--- src/rtl/sal_wr_arb.sv ---
// Round-robin DDR2 write-grant arbiter gated by buffered-burst credits and tCCD spacing; grant 1 cycle after eligibility.
// Requests are held until granted; hold_i or zero credits stall grants. SAL_WR_ARB_TWTR_EN adds the tWTR read block.
module sal_wr_arb #(
  parameter int NUM_REQ    = 4,
  parameter int CREDIT_MAX = 8,
  parameter int TIMER_W    = 4
) (
  input  logic                              clk,
  input  logic                              rst,
  input  logic [NUM_REQ-1:0]                req_i,
  input  logic                              hold_i,
  input  logic                              burst_in_i,
  input  logic [TIMER_W-1:0]                tccd_i,
  input  logic [TIMER_W-1:0]                twtr_i,
  output logic [NUM_REQ-1:0]                gnt_o,
  output logic                              wr_gnt_o,
  output logic [$clog2(CREDIT_MAX+1)-1:0]   credits_o,
  output logic                              rd_block_o,
  output logic                              ovf_err_o
);

  localparam int CW = $clog2(CREDIT_MAX + 1);
  localparam int PW = $clog2(NUM_REQ);
  localparam logic [CW-1:0] CMAX = CW'(CREDIT_MAX);
  localparam logic [PW-1:0] LAST = PW'(NUM_REQ - 1);
  localparam logic [PW:0]   NREQ = (PW + 1)'(NUM_REQ);

  typedef enum logic [1:0] {IDLE, GNT, GAP} state_e;

  state_e             state_q, state_d;
  logic [NUM_REQ-1:0] gnt_q, gnt_d;
  logic [PW-1:0]      ptr_q, ptr_d;
  logic [PW-1:0]      win_q, win_d;
  logic [CW-1:0]      cred_q, cred_d;
  logic [TIMER_W-1:0] gap_q, gap_d;
  logic               ovf_q, ovf_d;
  logic [TIMER_W-1:0] tccd_eff;
  logic [PW-1:0]      pick;
  logic [PW:0]        idx;
  logic               found;
  logic               eligible;
  logic               issue;

  always_comb begin
    found = 1'b0;
    pick  = ptr_q;
    idx   = '0;
    for (int k = 0; k < NUM_REQ; k++) begin
      idx = {1'b0, ptr_q} + (PW + 1)'(k);
      if (idx >= NREQ) idx = idx - NREQ;
      if (!found && req_i[idx[PW-1:0]]) begin
        found = 1'b1;
        pick  = idx[PW-1:0];
      end
    end
  end

  assign eligible = found & ~hold_i & (cred_q != '0);
  assign tccd_eff = (tccd_i == '0) ? TIMER_W'(1) : tccd_i;
  assign issue    = (state_q == GNT);

  // The GNT cycle and the IDLE evaluation cycle count towards tCCD, so GAP lasts tccd-2 cycles.
  always_comb begin
    state_d = state_q;
    gnt_d   = '0;
    win_d   = win_q;
    ptr_d   = ptr_q;
    gap_d   = gap_q;
    case (state_q)
      IDLE: begin
        if (eligible) begin
          state_d = GNT;
          win_d   = pick;
          gnt_d   = NUM_REQ'(1) << pick;
        end
      end
      GNT: begin
        ptr_d = (win_q == LAST) ? '0 : win_q + 1'b1;
        if (tccd_eff <= TIMER_W'(2)) begin
          state_d = IDLE;
        end else begin
          state_d = GAP;
          gap_d   = tccd_eff - TIMER_W'(3);
        end
      end
      GAP: begin
        if (gap_q == '0) state_d = IDLE;
        else             gap_d   = gap_q - 1'b1;
      end
      default: state_d = IDLE;
    endcase
  end

  always_comb begin
    cred_d = cred_q;
    ovf_d  = ovf_q;
    if (burst_in_i && !issue) begin
      if (cred_q == CMAX) ovf_d  = 1'b1;
      else                cred_d = cred_q + 1'b1;
    end else if (!burst_in_i && issue && (cred_q != '0)) begin
      cred_d = cred_q - 1'b1;
    end
  end

  always_ff @(posedge clk or posedge rst) begin
    if (rst) begin
      state_q <= IDLE;
      gnt_q   <= '0;
      win_q   <= '0;
      ptr_q   <= '0;
      gap_q   <= '0;
      cred_q  <= '0;
      ovf_q   <= 1'b0;
    end else begin
      state_q <= state_d;
      gnt_q   <= gnt_d;
      win_q   <= win_d;
      ptr_q   <= ptr_d;
      gap_q   <= gap_d;
      cred_q  <= cred_d;
      ovf_q   <= ovf_d;
    end
  end

`ifdef SAL_WR_ARB_TWTR_EN
  logic [TIMER_W-1:0] twtr_q, twtr_d;

  always_comb begin
    twtr_d = twtr_q;
    if (issue)               twtr_d = twtr_i;
    else if (twtr_q != '0)   twtr_d = twtr_q - 1'b1;
  end

  always_ff @(posedge clk or posedge rst) begin
    if (rst) twtr_q <= '0;
    else     twtr_q <= twtr_d;
  end

  assign rd_block_o = |twtr_q;
`else
  logic unused_twtr;
  assign unused_twtr = ^twtr_i;
  assign rd_block_o  = 1'b0;
`endif

  assign gnt_o     = gnt_q;
  assign wr_gnt_o  = |gnt_q;
  assign credits_o = cred_q;
  assign ovf_err_o = ovf_q;

endmodule
--- config.mk ---
export PLATFORM = sky130hd
export DESIGN_NAME = sal_wr_arb
export DESIGN_NICKNAME = d
export VERILOG_FILES = /design/src/rtl/sal_wr_arb.sv
export SDC_FILE = /design/constraint.sdc
export NUM_CORES = 1
export LEC_CHECK = 0
export BUFFER_PORTS_ARGS = -buffer_cell sky130_fd_sc_hd__buf_2
export CAP_MARGIN = 25
export CORE_MARGIN = 3
export CORE_UTILIZATION = 40
export CTS_BUF_LIST = sky130_fd_sc_hd__clkbuf_16
export DETAILED_ROUTE_END_ITERATION = 16
export PLACE_DENSITY = 0.64
export SLEW_MARGIN = 20
export SYNTH_ARGS = -nofsm -noshare
export SYNTH_HDL_FRONTEND = slang
export SYNTH_SLANG_ARGS = --single-unit
--- constraint.sdc ---
create_clock -name clk -period 5.48 [get_ports clk]
set_input_delay 1.096 -clock clk [delete_from_list [all_inputs] [get_ports clk]]
set_output_delay 1.096 -clock clk [all_outputs]
set_load 0.01 [all_outputs]
==> results.sh, run 1 <==
export IMPL_ys_seq_elements=19
export IMPL_synth_area_sq_um=1230
export IMPL_drtPass1Iterations=4
export IMPL_timing_final_hold_violations=0
export IMPL_seq_area_frac_synth_pct=38.5
export IMPL_synth_ff_type="dfrtp_1"
export IMPL_via_per_inst=5.52
export IMPL_grt_use_total_pct=15.2
export IMPL_power_density_nw_per_um2=551
export IMPL_cts_buffers_inserted=3
export IMPL_wl_met1_mm=1.11
export IMPL_critPathArrivalTime_ns=2.82
export IMPL_p_total_w=0.000798
export IMPL_period_share_pct=49.2
export IMPL_avgSynthCellArea_sq_um=10.3
export IMPL_layout_drive_gt1_share_pct=28.5
export IMPL_wl_per_cell_um=14.1
export IMPL_grt_overflow_total=0
export IMPL_post_cts_buffers=0
export IMPL_cts_htree_levels=1
export IMPL_outcome="completed"
export IMPL_worst_ep_required_time_ns=5.60
export IMPL_synth_edff_count=0
export IMPL_yosysMostFrequentCell="dfrtp_1"
export IMPL_fmax_mhz=371
export IMPL_yosys_area_top_type="dfrtp_1"
export IMPL_syn_nets=145
export IMPL_synth_area_leaders="dfrtp_1 39%, ha_1 8.1%, o21ai_0 4.5%"
export IMPL_routed_wl_mm=2.47
export IMPL_setup_viol=0
export IMPL_slowest_stage="mux4_2"
export IMPL_fin_tns_setup_ns=0
export IMPL_worst_path_max_fanout=4
export IMPL_synthTopCellsByCount="19 x dfrtp_1, 11 x o21ai_0, 9 x inv_1"
export IMPL_ant_nets=0
export IMPL_relSlewSlack_pct=51.4
export IMPL_path_class="in -> reg"
export IMPL_rows=19
export IMPL_drc=0
export IMPL_worst_path_buf_inv=2
export IMPL_port_buffers=21
export IMPL_insertion_delay_ns=0.25
export IMPL_startpoint_type="input port"
export IMPL_worstPathCellList="buf_2, nor2b_1, inv_1, ha_1, a21o_1, a21oi_1, mux4_2"
export IMPL_die_area_sq_um=3790
export IMPL_holdCritPathClass="reg -> reg"
export IMPL_grt_pass1_wl_mm=4.20
export IMPL_max_cap_violations=0
export IMPL_core_area_sq_um=2850
export IMPL_die_x_um=61.6
export IMPL_final_nets=170
export IMPL_grt_setup_unrepaired="no"
export IMPL_ir_worst_vdd_uv=225
export IMPL_n_antenna_cell=0
export IMPL_wl_met2_mm=1.23
export IMPL_initial_utilization_pct=43.3
export IMPL_tightest_slew_ns=0.729
export IMPL_wl_met3_um=118
export IMPL_slew_violations=0
export IMPL_cts_resized=0
export IMPL_gp_congestion=0.716
export IMPL_area_growth_pct=17.4
export IMPL_antenna_found_initial=0
export IMPL_syn_inst=120
export IMPL_ys_warn_count=0
export IMPL_grt_pass1_vias=952
export IMPL_cts_hold_buf=0
export IMPL_place_hpwl_mm=1.96
export IMPL_top_layer="met4"
export IMPL_clock_sinks=19
export IMPL_clk_path_buf_depth=2
export IMPL_critical_path_top_delay_family="multiplexers"
export IMPL_grt_max_degree=20
export IMPL_cts_root_buf="clkbuf_16"
export IMPL_fin_cells=175
export IMPL_post_route_min_period_ns=2.70
export IMPL_slowest_delay_ns=0.52
export IMPL_drt_iter0_drc=48
export IMPL_power_leakage_nw=0.678
export IMPL_dp_cells=171
export IMPL_clk_pin_slew_ns=0.05
export IMPL_ys_types=40
export IMPL_crit_path_end_kind="register"
export IMPL_dieHeight_um=61.6
export IMPL_routed_via_count=966
export IMPL_ios=27
export IMPL_cts_tree="built"
export IMPL_async_flop_share_pct=100
export IMPL_synth_top_area_share_pct=38.5
export IMPL_skew_ns=0.00212
metal layers:
layer	vias to the layer above	global-route usage [%]
met5	-	0
met4	0	4.55
met1	462	18.5
li1	477	-
met2	25	26.2
met3	2	3.98
report_power, final:
| part | switching (W) | internal [W] |
|---|---|---|
| sequential | 0.0000660 | 0.000202 |
| combinational | 0.000198 | 0.000184 |
| clock | 0.0000515 | 0.0000970 |
| total | 0.000316 | 0.000483 |
registers in the layout, summed over array words and instances (netlist names):
register / cells
ovf_err_o: 1
gnt_o: 4
state_q: 2
gap_q: 4
credits_o: 4
win_q: 2
ptr_q: 2
kinds of logic (layout without fill, tap and decap cells):
family	after synthesis	count (layout)	synth area share, %
adder cells (fa/ha/maj)	9	9	9.73
AO/OA/AOI/OAI	33	33	17.8
XOR/XNOR	2	2	1.42
AND/OR/NAND/NOR	39	39	21.3
multiplexers	7	7	7.60
other	1	1	0.304
flip-flops	19	19	38.5
buffers and inverters	10	34	3.34
metrics by stage:
stage	hold slack, ns	area, sq um	setup slack, ns	utilization (%)
final	0.469	1450	2.78	50.8
after floorplan	0.471	1230	2.77	-
after global routing	0.487	1450	2.61	50.8
after CTS	0.472	1450	2.75	50.8
after global placement	0.457	1370	2.56	48.1
after detailed placement	0.459	1370	2.50	48.1
cells in the final DEF (no fill, tap or decap), types with 2 or more instances in the layout:
| master | synthesis | final |
|---|---|---|
| mux2_2 | 3 | 3 |
| buf_2 | 0 | 21 |
| and3b_1 | 2 | 2 |
| nor3_1 | 3 | 3 |
| mux2_1 | 2 | 2 |
| o21ai_0 | 11 | 11 |
| a22oi_1 | 3 | 3 |
| a21oi_1 | 8 | 8 |
| and3_1 | 2 | 2 |
| nor3_2 | 2 | 2 |
| nand2_1 | 6 | 6 |
| nand2b_1 | 4 | 4 |
| nor2b_1 | 6 | 6 |
| nor4_2 | 2 | 2 |
| ha_1 | 8 | 8 |
| inv_1 | 9 | 10 |
| clkbuf_16 | 0 | 3 |
| nor2_1 | 6 | 6 |
| dfrtp_1 | 19 | 19 |
| xor2_1 | 2 | 2 |
cell type report:
cell class / instances / area [sq um]
multi-input combinational: 91 / 718
fill: 269 / 1400
clock inverter: 1 / 3.75
sequential: 19 / 475
inverter: 9 / 33.8
clock buffer: 3 / 75.1
timing repair buffer: 21 / 105
tap: 31 / 38.8
worst paths after layout:
path / startpoint / endpoint / slack (ns) / cells after the start
worst max-delay path: burst_in_i / credits_o[3] / 2.78 / 7
worst max register to register: state_q[1] / credits_o[3] / 2.97 / 8
worst min-delay path: ovf_err_o / ovf_err_o / 0.47 / 1
min in group asynchronous: rst / win_q[1] / 0.96 / 2
worst min register to register: ovf_err_o / ovf_err_o / 0.47 / 1
max in group asynchronous: rst / credits_o[0] / 4.06 / 2
No activity file was read; power rests on OpenSTA's default activity.
==> run 2, diff against run 1 <==
PLACE_DENSITY = 0.66   (was 0.64)
clock period = 2.32 ns   (was 5.48 ns; I/O delays follow)
==> run 2 against run 1 <==
Compared with the run above:
- worst hold slack got worse by 0.14 ns
- clock skew about the same
- non-clock buffer count increased by 2
- power increased by 140%
- clock-buffer cell count unchanged
- global-route usage decreased by 0.31 points
- sequential power increased by 140%
- setup slack got worse by 2.6 ns
- register-to-register slack got worse by 2.8 ns
- largest cell class unchanged
- utilization increased by 0.66 points
- first-iteration DRC count increased by 19%
- highest routed layer unchanged
==> results.sh, run 2 (synthesis gave the netlist of run 1 again) <==
export IMPL_cts_hold_buf=0
export IMPL_worstPathCellList="inv_1, ha_1, nor2b_1, inv_1, ha_1, a21o_1, a21oi_2, mux4_2"
export IMPL_cts_root_buf="clkbuf_16"
export IMPL_final_common_cell="buf_2"
export IMPL_cts_tree="built"
export IMPL_worst_path_buf_inv=2
export IMPL_grt_pass1_wl_mm=4.13
export IMPL_power_density_nw_per_um2=1290
export IMPL_ir_worst_vdd_uv=586
export IMPL_final_core_util_pct=51.5
export IMPL_cts_resized=0
export IMPL_drtPass1Iterations=4
export IMPL_core_area_sq_um=2850
export IMPL_grt_overflow_total=0
export IMPL_worst_path_stages=8
export IMPL_setup_viol=0
export IMPL_slowest_delay_ns=0.51
export IMPL_die_area_sq_um=3790
export IMPL_rr_endpoint="credits_o[3]"
export IMPL_path_class="reg -> reg"
export IMPL_post_route_min_period_ns=2.17
export IMPL_antenna_found_initial=0
export IMPL_outcome="completed"
export IMPL_routed_wl_mm=2.45
export IMPL_slowest_stage="mux4_2"
export IMPL_tightest_slew_ns=0.718
export IMPL_grt_max_degree=20
export IMPL_critical_path_top_delay_family="multiplexers"
export IMPL_insertion_delay_ns=0.25
export IMPL_place_hpwl_mm=1.91
export IMPL_ff2ff_setup_slack_ns=0.15
export IMPL_critPathArrivalTime_ns=2.29
export IMPL_mostFrequentLayoutCells="21 x buf_2, 19 x dfrtp_1, 11 x o21ai_0"
export IMPL_fillers=267
export IMPL_slew_violations=0
export IMPL_reg2reg_from="state_q[1]"
export IMPL_startpoint_type="register"
export IMPL_dieHeight_um=61.6
export IMPL_ant_nets=0
export IMPL_drc=0
export IMPL_post_cts_buffers=0
export IMPL_rows=19
export IMPL_cts_buffers_inserted=3
export IMPL_period_share_pct=93.5
export IMPL_timing_final_hold_violations=0
export IMPL_worst_path_max_fanout=4
export IMPL_clk_path_buf_depth=2
export IMPL_layout_drive_gt1_share_pct=30.1
export IMPL_clk_pin_slew_ns=0.05
export IMPL_skew_ns=0.00166
export IMPL_grt_use_total_pct=14.9
export IMPL_crit_path_end_kind="register"
export IMPL_initial_utilization_pct=43.3
export IMPL_fin_tns_setup_ns=0
export IMPL_port_buffers=21
export IMPL_clock_sinks=19
export IMPL_reg2reg_depth=8
export IMPL_routed_via_count=969
export IMPL_relSlewSlack_pct=52.1
export IMPL_final_nets=172
export IMPL_cts_htree_levels=1
export IMPL_worst_ep_required_time_ns=2.44
export IMPL_die_x_um=61.6
export IMPL_ios=27
export IMPL_drt_iter0_drc=57
export IMPL_max_cap_violations=0
export IMPL_grt_setup_unrepaired="no"
export IMPL_fmax_mhz=461
export IMPL_holdCritPathClass="in -> async"
export IMPL_gp_congestion=0.766
export IMPL_area_growth_pct=18.9
export IMPL_n_antenna_cell=0
export IMPL_power_leakage_nw=0.689
export IMPL_via_per_inst=5.47
export IMPL_worst_hold_slack_ns=0.326
export IMPL_wl_per_cell_um=13.8
export IMPL_grt_pass1_vias=964
==> run 2: changes by cell type in the layout (fill, tap and decap cells not counted), sizes merged <==
| cell | previous run | this run |
|---|---|---|
| buf | 21 | 23 |
==> run 2: worst max-delay path by stage <==
stage | startpoint | endpoint | slack [ns]
after detailed placement | state_q[1] | credits_o[3] | 0.10
after CTS | state_q[1] | credits_o[3] | 0.11
after global routing | state_q[1] | credits_o[3] | 0.04
after global placement | state_q[1] | credits_o[3] | 0.18
after floorplan | state_q[1] | credits_o[3] | 0.06
final | state_q[1] | credits_o[3] | 0.15
==> run 2: power by group <==
part           internal [W]  leakage, nW  total, W  switching (W)
Sequential         0.000477        0.230  0.000633       0.000156
Combinational      0.000450        0.416  0.000921       0.000471
Clock              0.000229       0.0423  0.000347       0.000118
==> run 2: area by class of cell <==
type / count / area [sq um] / share of cell area, %
repair buffers: 23 / 120 / 8.18
inverters: 9 / 33.8 / 2.30
clock buffers: 3 / 75.1 / 5.11
well taps: 31 / 38.8 / 2.64
multi-input cells: 91 / 722 / 49.1
flip-flops and latches: 19 / 475 / 32.4
clock inverters: 1 / 3.75 / 0.256
==> run 2: worst reg2reg max path, stage by stage (launching register included) <==
cell     delay [ns]
dfrtp_1        0.37
inv_1          0.07
ha_1           0.20
nor2b_1        0.14
inv_1          0.12
ha_1           0.28
a21o_1         0.19
a21oi_2        0.15
mux4_2         0.51
==> run 2: routing by layer <==
metal / wire length (um) / share of wire [%] / global-route usage, %
met4: 44 / 1.8 / 6.36
met2: 1180 / 48 / 25.7
met1: 1150 / 47 / 18.1
met5: 0 / 0 / 0
met3: 78 / 3.2 / 2.52
==> run 2: metrics by stage <==
stage          total power (W)  cells  instance area [sq um]  setup WS (ns)
6_report               0.00190    177                   1470          0.150
5_1_grt                0.00208    177                   1470         0.0363
4_1_cts                0.00191    177                   1470          0.107
3_5_place_dp           0.00155    173                   1390          0.105
3_3_place_gp           0.00150    173                   1390          0.183
2_1_floorplan          0.00129    120                   1230         0.0561
==> run 3, diff against run 2 <==
CORE_UTILIZATION = 48   (was 40)
GPL_ROUTABILITY_DRIVEN = 1   (was default)
PLACE_DENSITY = 0.77   (was 0.66)
==> run 3 against run 2 <==
Compared with the run above:
- critical path depth unchanged
- setup slack got worse by 0.018 ns
- register-to-register slack lost 0.02 ns
- worst hold slack improved by 0.0062 ns
- sequential power hardly changed
- critical endpoint unchanged
- die area is 15% lower
- final cell count shrank 1.7%
- flip-flop and latch count unchanged
- clock skew is 0.0035 ns higher
- clock power increased by 4%
==> results.sh, run 3 (synthesis gave the netlist of run 1 again) <==
export IMPL_core_area_sq_um=2320
export IMPL_reg2reg_from="state_q[1]"
export IMPL_drtPass1Iterations=4
export IMPL_critical_path_top_delay_family="multiplexers"
export IMPL_clock_sinks=19
export IMPL_insertion_delay_ns=0.25
export IMPL_grt_setup_unrepaired="no"
export IMPL_ir_worst_vdd_uv=788
export IMPL_dieHeight_um=56.7
export IMPL_holdCritPathClass="in -> async"
export IMPL_outcome="completed"
export IMPL_routed_via_count=998
export IMPL_final_nets=172
export IMPL_mostFrequentLayoutCells="21 x buf_2, 19 x dfrtp_1, 11 x o21ai_0"
export IMPL_worstPathCellList="inv_1, ha_1, nor2b_2, inv_1, ha_1, a21o_1, a21oi_2, mux4_2"
export IMPL_via_per_inst=5.74
export IMPL_drc=0
export IMPL_multiInputGateArea_sq_um=724
export IMPL_tightest_slew_ns=0.741
export IMPL_drt_iter0_drc=40
export IMPL_grt_use_total_pct=17.3
export IMPL_period_share_pct=94.3
export IMPL_place_hpwl_mm=2.00
export IMPL_post_route_min_period_ns=2.19
export IMPL_slowest_delay_ns=0.52
export IMPL_worst_ep_required_time_ns=2.44
export IMPL_grt_pass1_wl_mm=4.42
export IMPL_busiest_layer="met2"
export IMPL_p_total_w=0.00195
export IMPL_path_class="reg -> reg"
export IMPL_initial_utilization_pct=53.3
export IMPL_critPathArrivalTime_ns=2.30
export IMPL_final_core_util_pct=63.5
export IMPL_clk_pin_slew_ns=0.06
export IMPL_grt_overflow_total=0
export IMPL_worst_path_max_fanout=4
export IMPL_fin_tns_setup_ns=0
export IMPL_crit_path_end_kind="register"
export IMPL_slowest_stage="mux4_2"
export IMPL_gp_congestion=0.806
export IMPL_ant_nets=0
export IMPL_power_leakage_nw=0.685
export IMPL_worst_path_buf_inv=2
export IMPL_cts_tree="built"
export IMPL_cts_root_buf="clkbuf_16"
export IMPL_final_common_cell="buf_2"
export IMPL_fillers=198
export IMPL_max_cap_violations=0
export IMPL_ff2ff_setup_slack_ns=0.13
export IMPL_grt_use_met1_pct=20.9
export IMPL_grt_max_degree=20
export IMPL_setup_viol=0
export IMPL_n_antenna_cell=0
export IMPL_post_cts_buffers=0
export IMPL_skew_ns=0.00520
export IMPL_cts_htree_levels=1
export IMPL_die_area_sq_um=3220
export IMPL_antenna_found_initial=0
export IMPL_rr_endpoint="credits_o[3]"
export IMPL_cts_buffers_inserted=3
export IMPL_port_buffers=21
export IMPL_area_growth_pct=19.1
export IMPL_routed_wl_mm=2.60
export IMPL_timing_final_hold_violations=0
export IMPL_rows=17
export IMPL_clk_path_buf_depth=2
export IMPL_wl_per_cell_um=14.9
export IMPL_grt_pass1_vias=992
export IMPL_reg2reg_depth=8
export IMPL_slew_violations=0
export IMPL_grt_util_met3_pct=2.99
export IMPL_startpoint_type="register"
export IMPL_die_x_um=56.7
export IMPL_regArea_sq_um=475
export IMPL_relSlewSlack_pct=50.5
export IMPL_ios=27
export IMPL_power_density_nw_per_um2=1320
export IMPL_layout_drive_gt1_share_pct=31.5
export IMPL_fmax_mhz=457
export IMPL_met2_usage_pct=30.9
[run 3: cell types whose count changed in the layout (fill, tap and decap cells not counted)]
cell / delta
nor2b_1: -1
clkinvlp_4: +1
inv_1: -1
nor2b_2: +1
[run 3: worst max-delay path by stage]
stage / endpoint / depth (start not counted) / from
2_1_floorplan: credits_o[3] / 8 / state_q[1]
3_3_place_gp: credits_o[3] / 8 / state_q[1]
3_5_place_dp: credits_o[3] / 8 / state_q[1]
4_1_cts: credits_o[3] / 8 / state_q[1]
5_1_grt: credits_o[3] / 8 / state_q[1]
6_report: credits_o[3] / 8 / state_q[1]
[run 3: layout make-up]
| class | instances | area share, % |
|---|---|---|
| Inverter | 9 | 2.30 |
| Sequential cell | 19 | 32.3 |
| Timing Repair Buffer | 23 | 8.16 |
| Clock inverter | 1 | 0.510 |
| Tap cell | 28 | 2.38 |
| Clock buffer | 3 | 5.10 |
| Multi-Input combinational cell | 91 | 49.2 |
[run 3: timing repair]
item | CTS | global route
endpoints found under the setup margin | 0 | 1
hold buffers | 0 | 0
gates resized for setup | 0 | 2
[run 3: report_power, final]
group	total [W]	internal [W]	switching [W]
registers	0.000635	0.000477	0.000157
logic	0.000950	0.000456	0.000493
clock network	0.000361	0.000233	0.000129
total	0.00195	0.00117	0.000779
[run 3: worst reg2reg max path, delay by kind of cell, from the launching register on]
family	cells	cell delay, ns
flops	1	0.37
buf+inv	2	0.19
fa+ha+maj	2	0.50
simple gates	1	0.13
mux	1	0.52
compound gates	2	0.36
[run 3: through the flow]
stage / area (sq um) / hold slack [ns] / setup WS [ns] / cells
final: 1470 / 0.332 / 0.132 / 174
after global routing: 1470 / 0.383 / 0.0217 / 174
after CTS: 1470 / 0.352 / 0.0457 / 174
after detailed placement: 1380 / 0.461 / 0.0521 / 170
after global placement: 1380 / 0.455 / 0.184 / 170
after floorplan: 1230 / 0.415 / 0.0561 / 120
[run 3: metal layers]
metal  wire (um)  vias up
met5           0        -
li1            -      481
met1        1160      487
met2        1290       26
met3         120        4
met4          32        0
